### src/rtl/rgb565_frame_streamer.sv
// rgb565_frame_streamer
// Reads a W x H RGB565 frame buffer in raster order through a synchronous
// read port (1-cycle latency) and emits it as a valid/ready pixel stream with
// start-of-frame, end-of-line and end-of-frame markers. A 4-entry FIFO absorbs
// the read latency and sink backpressure. Read issue depends only on
// registered state, so m_ready never reaches mem_rd_en combinationally.

module rgb565_frame_streamer #(
  parameter int W  = 320,
  parameter int H  = 240,
  parameter int AW = 17
) (
  input  logic          clk,
  input  logic          rst,
  input  logic          start,
  output logic          busy,
  output logic          done,
  output logic          mem_rd_en,
  output logic [AW-1:0] mem_addr,
  input  logic [15:0]   mem_rd_data,
  output logic          m_valid,
  input  logic          m_ready,
  output logic [15:0]   m_data,
  output logic          m_sof,
  output logic          m_eol,
  output logic          m_eof
);

  localparam int NPIX = W * H;
  localparam int XW   = (W > 1) ? $clog2(W) : 1;
  localparam int YW   = (H > 1) ? $clog2(H) : 1;

  localparam logic [AW-1:0] LAST_ADDR = AW'(NPIX - 1);
  localparam logic [XW-1:0] X_LAST    = XW'(W - 1);
  localparam logic [YW-1:0] Y_LAST    = YW'(H - 1);

  typedef enum logic [1:0] {
    S_IDLE,
    S_RUN,
    S_DRAIN
  } state_t;

  state_t        r_state;
  logic          r_busy;
  logic          r_done;
  logic [AW-1:0] r_rd_addr;
  logic          r_inflight;

  logic [15:0]   r_fifo [4];
  logic [1:0]    r_wr_ptr;
  logic [1:0]    r_rd_ptr;
  logic [2:0]    r_count;

  logic [XW-1:0] r_x;
  logic [YW-1:0] r_y;

  logic [2:0]    w_occupancy;
  logic          w_issue;
  logic          w_push;
  logic          w_pop;
  logic          w_valid;
  logic          w_last_px;

  // Occupancy counts buffered pixels plus the one read still in flight; at
  // most 2 before issue keeps the FIFO from ever needing more than 4 slots.
  assign w_occupancy = r_count + {2'b00, r_inflight};
  assign w_issue     = (r_state == S_RUN) && (w_occupancy <= 3'd2);
  assign w_push      = r_inflight;
  assign w_valid     = (r_count != 3'd0);
  assign w_pop       = w_valid && m_ready;
  assign w_last_px   = (r_x == X_LAST) && (r_y == Y_LAST);

  // Frame control: accepts start, walks the read address, detects completion.
  always_ff @(posedge clk) begin
    // NOTE: sequential state uses <= so every register sees pre-edge values.
    if (rst) begin
      r_state   <= S_IDLE;
      r_busy    <= 1'b0;
      r_done    <= 1'b0;
      r_rd_addr <= '0;
    end else begin
      r_done <= 1'b0;
      unique case (r_state)
        S_IDLE: begin
          // The done cycle is still IDLE; a start there is ignored.
          if (start && !r_done) begin
            r_state   <= S_RUN;
            r_busy    <= 1'b1;
            r_rd_addr <= '0;
          end
        end
        S_RUN: begin
          if (w_issue) begin
            if (r_rd_addr == LAST_ADDR) begin
              r_state <= S_DRAIN;
            end else begin
              r_rd_addr <= r_rd_addr + AW'(1);
            end
          end
        end
        S_DRAIN: begin
          // The last pixel is always the only FIFO entry when it pops.
          if (w_pop && w_last_px) begin
            r_state <= S_IDLE;
            r_busy  <= 1'b0;
            r_done  <= 1'b1;
          end
        end
        default: begin
          r_state <= S_IDLE;
        end
      endcase
    end
  end

  // In-flight flag: read data returns exactly one cycle after issue.
  always_ff @(posedge clk) begin
    if (rst) begin
      r_inflight <= 1'b0;
    end else begin
      r_inflight <= w_issue;
    end
  end

  // Output FIFO: pushes returning read data, pops on each stream handshake.
  always_ff @(posedge clk) begin
    if (rst) begin
      // NOTE: this small store is reset so m_data reads 0 out of reset; a
      // real RAM-sized buffer would be left unreset.
      for (int i = 0; i < 4; i++) begin
        r_fifo[i] <= '0;
      end
      r_wr_ptr <= '0;
      r_rd_ptr <= '0;
      r_count  <= '0;
    end else begin
      if (w_push) begin
        r_fifo[r_wr_ptr] <= mem_rd_data;
        r_wr_ptr         <= r_wr_ptr + 2'd1;
      end
      if (w_pop) begin
        r_rd_ptr <= r_rd_ptr + 2'd1;
      end
      unique case ({w_push, w_pop})
        2'b10:   r_count <= r_count + 3'd1;
        2'b01:   r_count <= r_count - 3'd1;
        default: r_count <= r_count;
      endcase
    end
  end

  // Output raster position: advances on each handshake, wraps per line/frame.
  always_ff @(posedge clk) begin
    if (rst) begin
      r_x <= '0;
      r_y <= '0;
    end else if (w_pop) begin
      if (r_x == X_LAST) begin
        r_x <= '0;
        r_y <= (r_y == Y_LAST) ? '0 : r_y + YW'(1);
      end else begin
        r_x <= r_x + XW'(1);
      end
    end
  end

  assign busy      = r_busy;
  assign done      = r_done;
  assign mem_rd_en = w_issue;
  assign mem_addr  = r_rd_addr;
  assign m_valid   = w_valid;
  assign m_data    = r_fifo[r_rd_ptr];
  assign m_sof     = w_valid && (r_x == '0) && (r_y == '0);
  assign m_eol     = w_valid && (r_x == X_LAST);
  assign m_eof     = w_valid && w_last_px;

endmodule

### config.mk
export PLATFORM = sky130hd
export DESIGN_NAME = rgb565_frame_streamer
export DESIGN_NICKNAME = d
export VERILOG_FILES = /design/src/rtl/rgb565_frame_streamer.sv
export SDC_FILE = /design/constraint.sdc
export NUM_CORES = 1
export LEC_CHECK = 0
export CAP_MARGIN = 20
export CORE_MARGIN = 2
export CORE_UTILIZATION = 55
export CTS_CLUSTER_DIAMETER = 80
export DETAILED_ROUTE_END_ITERATION = 8
export PLACE_DENSITY = 0.78
export SETUP_SLACK_MARGIN = 0.05
export SYNTH_ARGS = -nofsm -noshare
export SYNTH_HDL_FRONTEND = slang
export SYNTH_SLANG_ARGS = --single-unit
### constraint.sdc
create_clock -name clk -period 2.3 [get_ports clk]
set_input_delay 0.23 -clock clk [delete_from_list [all_inputs] [get_ports clk]]
set_output_delay 0.23 -clock clk [all_outputs]
set_load 0.03 [all_outputs]
==> results.json <==
{
  "fin_hold_ws_ps": 495.1,
  "worst_slew_pin_slew_ps": 1045,
  "syn_area_sq_um": 5216,
  "synthToLayoutAreaGrowth_pct": 17.94,
  "dp.final_hpwl_microns": 6838,
  "synth_async_sr_flop_share": 0,
  "path_cells": "or3_1 -> buf_4 -> clkdlybuf4s50_1",
  "slew-limit-headroom": 0.3004,
  "cts_sinks": 112,
  "fin_crit_ps": 2115,
  "synth_common_cells": "and2_1, edfxtp_1, dfxtp_1",
  "clk_pin_slew_ps": 100,
  "die_y_microns": 101.4,
  "crit_slowest_cell": "clkdlybuf4s50_1",
  "pwr-share-comb": 0.251,
  "synth_nets": 471,
  "start_kind": "flop",
  "yosysWarningCount": 0,
  "slew_viol_final": 0,
  "outcome": "completed",
  "wl_per_cell_microns": 16.06,
  "critical_path.startpoint": "r_count[2]",
  "synth_ff_type": "edfxtp_1",
  "intPower_w": 0.003138,
  "placed_area_sq_um": 6003,
  "drive_gt1_frac": 0.1323,
  "switching_share": 0.3100,
  "dieWidth_microns": 101.4,
  "fin_skew_ps": 9.915,
  "synth.distinct_cells": 52,
  "place_inst": 627,
  "fmax_ghz": 0.4727,
  "cts_made_buffers": 9,
  "hold_viol": 0,
  "p_switching_w": 0.001410,
  "grt_pass1_vias": 3641,
  "worst_ep_required_time_ps": 2070,
  "final_cells": 643,
  "maxCapViolCount": 0,
  "setup_viol": 0,
  "first_pass_iters": 4,
  "finalInstanceArea_sq_um": 6152,
  "irDropWorstVdd_v": 0.0004956,
  "synth_cells": 442,
  "io_buffers": 59,
  "ys_ff_latch": 112,
  "antennaDiodeCount": 0,
  "p_leak_nw": 2.228,
  "fillers": 711,
  "r2r_slack_ps": 200,
  "wirelength_microns": 10320,
  "postCtsSetupBuffers": 0,
  "worst-path-buf-inv": 2,
  "worstReg2RegEnd": "mem_addr[4]",
  "tritoncts": "done",
  "clk_latency_ps": 370,
  "pin_count": 60,
  "finalSetupTns_ps": 0,
  "rows": 35,
  "grt-ovfl-total": 0,
  "htreeDepth": 3,
  "cp-endpoint": "m_valid",
  "rsz0062_at_grt": "false",
  "cp.depth": 3,
  "grt_antenna_before_repair": 0,
  "drtAntennaViolNets": 0,
  "gp_congestion": 0.8210,
  "pwr-share-seq": 0.509,
  "r2r_cells": 7,
  "crit_arrival_ps": 1890,
  "hold_path_class": "reg2reg",
  "grt_max_degree": 20,
  "avgSynthCellArea_sq_um": 11.80,
  "nNetsFinal": 538,
  "synth_edf_count": 64,
  "synth_seq_area_share": 0.5527,
  "grt_pass1_wl_microns": 17320,
  "drt-vias-per-instance": 5.630,
  "cpPeakStageDelay_ps": 580,
  "power_density_nw_per_um2": 739.1,
  "clkPwrFrac": 0.240,
  "critPathKind": "reg2out",
  "cts_buffer_depth": 2,
  "core_sq_um": 9240,
  "vias": 3620,
  "yosys.area.top_type": "edfxtp_1",
  "period_share": 0.9197,
  "die_area_sq_um": 10280,
  "clockRootBuffer": "clkbuf_8",
  "track_usage": 0.2168,
  "initial_core_util": 0.5645,
  "crit_family": "buffers and inverters",
  "route.detailed.drc": 0,
  "endpoint_kind": "output port",
  "cp_max_fo": 6,
  "ctsHoldBuffers": 0,
  "drt_iter0_markers": 171,
  "synth.most_common_cell": "and2_1",
  "synth.area.top_cells": "edfxtp_1, dfxtp_1, and2_1, mux4_2, nor2_1",
  "reg2reg_from": "r_count[0]",
  "yosysTopAreaCellShare": 0.3684
}
cell usage in the layout (no fill, tap or decap), drive strengths merged, types with 4 or more instances in the layout:
cell            n
a21oi          15
a31oi          15
and2           66
and3            8
and4            5
buf            19
clkbuf         11
clkdlybuf4s50  39
dfxtp          48
dlygate4sd2    15
edfxtp         64
ha              8
inv            20
mux4           16
nand2          20
nand2b          7
nand3          12
nand4          11
nand4b          4
nor2           27
nor3            9
nor4            5
o21ai           9
o31ai           5
or3             5
or4             6
xnor2           6
xor2           10
cells by family (layout without fill, tap and decap cells):
family	after synthesis	in the layout	synth area share
buffers and inverters	36	108	0.02950
XOR/XNOR	16	16	0.02686
flip-flops	112	112	0.5526
AND/OR/NAND/NOR	195	195	0.2279
multiplexers	17	17	0.07100
AO/OA/AOI/OAI	57	57	0.06908
adder cells (fa/ha/maj)	9	9	0.02303
worst register-to-register path, cell delays in order (launching register included):
cell	delay (ps)
dfxtp_1	380
ha_1	210
ha_1	190
xnor2_1	170
buf_4	150
a31o_2	250
o22a_1	460
a31oi_1	170
power groups by stage:
stage,combinational (W),clock (W),sequential [W]
3_3_place_gp,0.00120,0,0.00235
6_report,0.00114,0.00109,0.00231
3_5_place_dp,0.00121,0,0.00236
2_1_floorplan,0.000775,0,0.00235
5_1_grt,0.00124,0.00120,0.00233
4_1_cts,0.00116,0.00112,0.00232
worst min-delay path by stage:
stage | startpoint | end | slack [ps] | cells after the start
2_1_floorplan | mem_rd_data[0] | r_fifo[0][0] | 430 | 1
3_3_place_gp | r_y[6] | r_y[6] | 470 | 2
3_5_place_dp | r_y[6] | r_y[6] | 490 | 2
4_1_cts | r_y[6] | r_y[6] | 500 | 2
5_1_grt | mem_addr[1] | mem_addr[1] | 530 | 2
6_report | r_y[6] | r_y[6] | 500 | 2
layer usage:
| layer | share of wire | vias to the layer above | global-route usage |
|---|---|---|---|
| met4 | 0.0082 | 0 | 0.04990 |
| met3 | 0.043 | 7 | 0.04624 |
| li1 | - | 1761 | - |
| met2 | 0.51 | 83 | 0.3867 |
| met5 | 0 | - | 0 |
| met1 | 0.44 | 1769 | 0.2716 |
what timing repair did:
action	in CTS	in global routing
pin swaps	0	0
endpoints found under the setup margin	17	2
resized for setup	17	6
hold endpoints to repair	0	0
gates cloned	0	0
flip-flops by register name, indices dropped and copies added, names as in the netlist, 2 cells and up, named ones only:
signal / count
r_rd_ptr: 2
r_state: 2
r_x: 9
r_fifo: 64
mem_addr: 17
r_wr_ptr: 2
r_y: 8
r_count: 3
layout make-up:
cell class / instances / area (sq um) / area share
sequential: 112 / 2883 / 0.4686
multi-input combinational: 294 / 2180 / 0.3543
timing repair buffer: 75 / 686.9 / 0.1117
tap: 129 / 161.4 / 0.02624
clock buffer: 9 / 123.9 / 0.02013
inverter: 17 / 63.81 / 0.01037
clock inverter: 7 / 53.80 / 0.008745
metrics by stage:
| step | power [W] | setup slack (ps) | util |
|---|---|---|---|
| detailed placement | 0.003573 | 71.09 | 0.6497 |
| global route | 0.004775 | 56.46 | 0.6658 |
| finish | 0.004547 | 184.7 | 0.6658 |
| CTS | 0.004594 | 60.99 | 0.6666 |
| floorplan | 0.003128 | 72.30 | - |
| global placement | 0.003549 | 143.9 | 0.6497 |
Note: power is estimated with default switching activity, not from simulation.
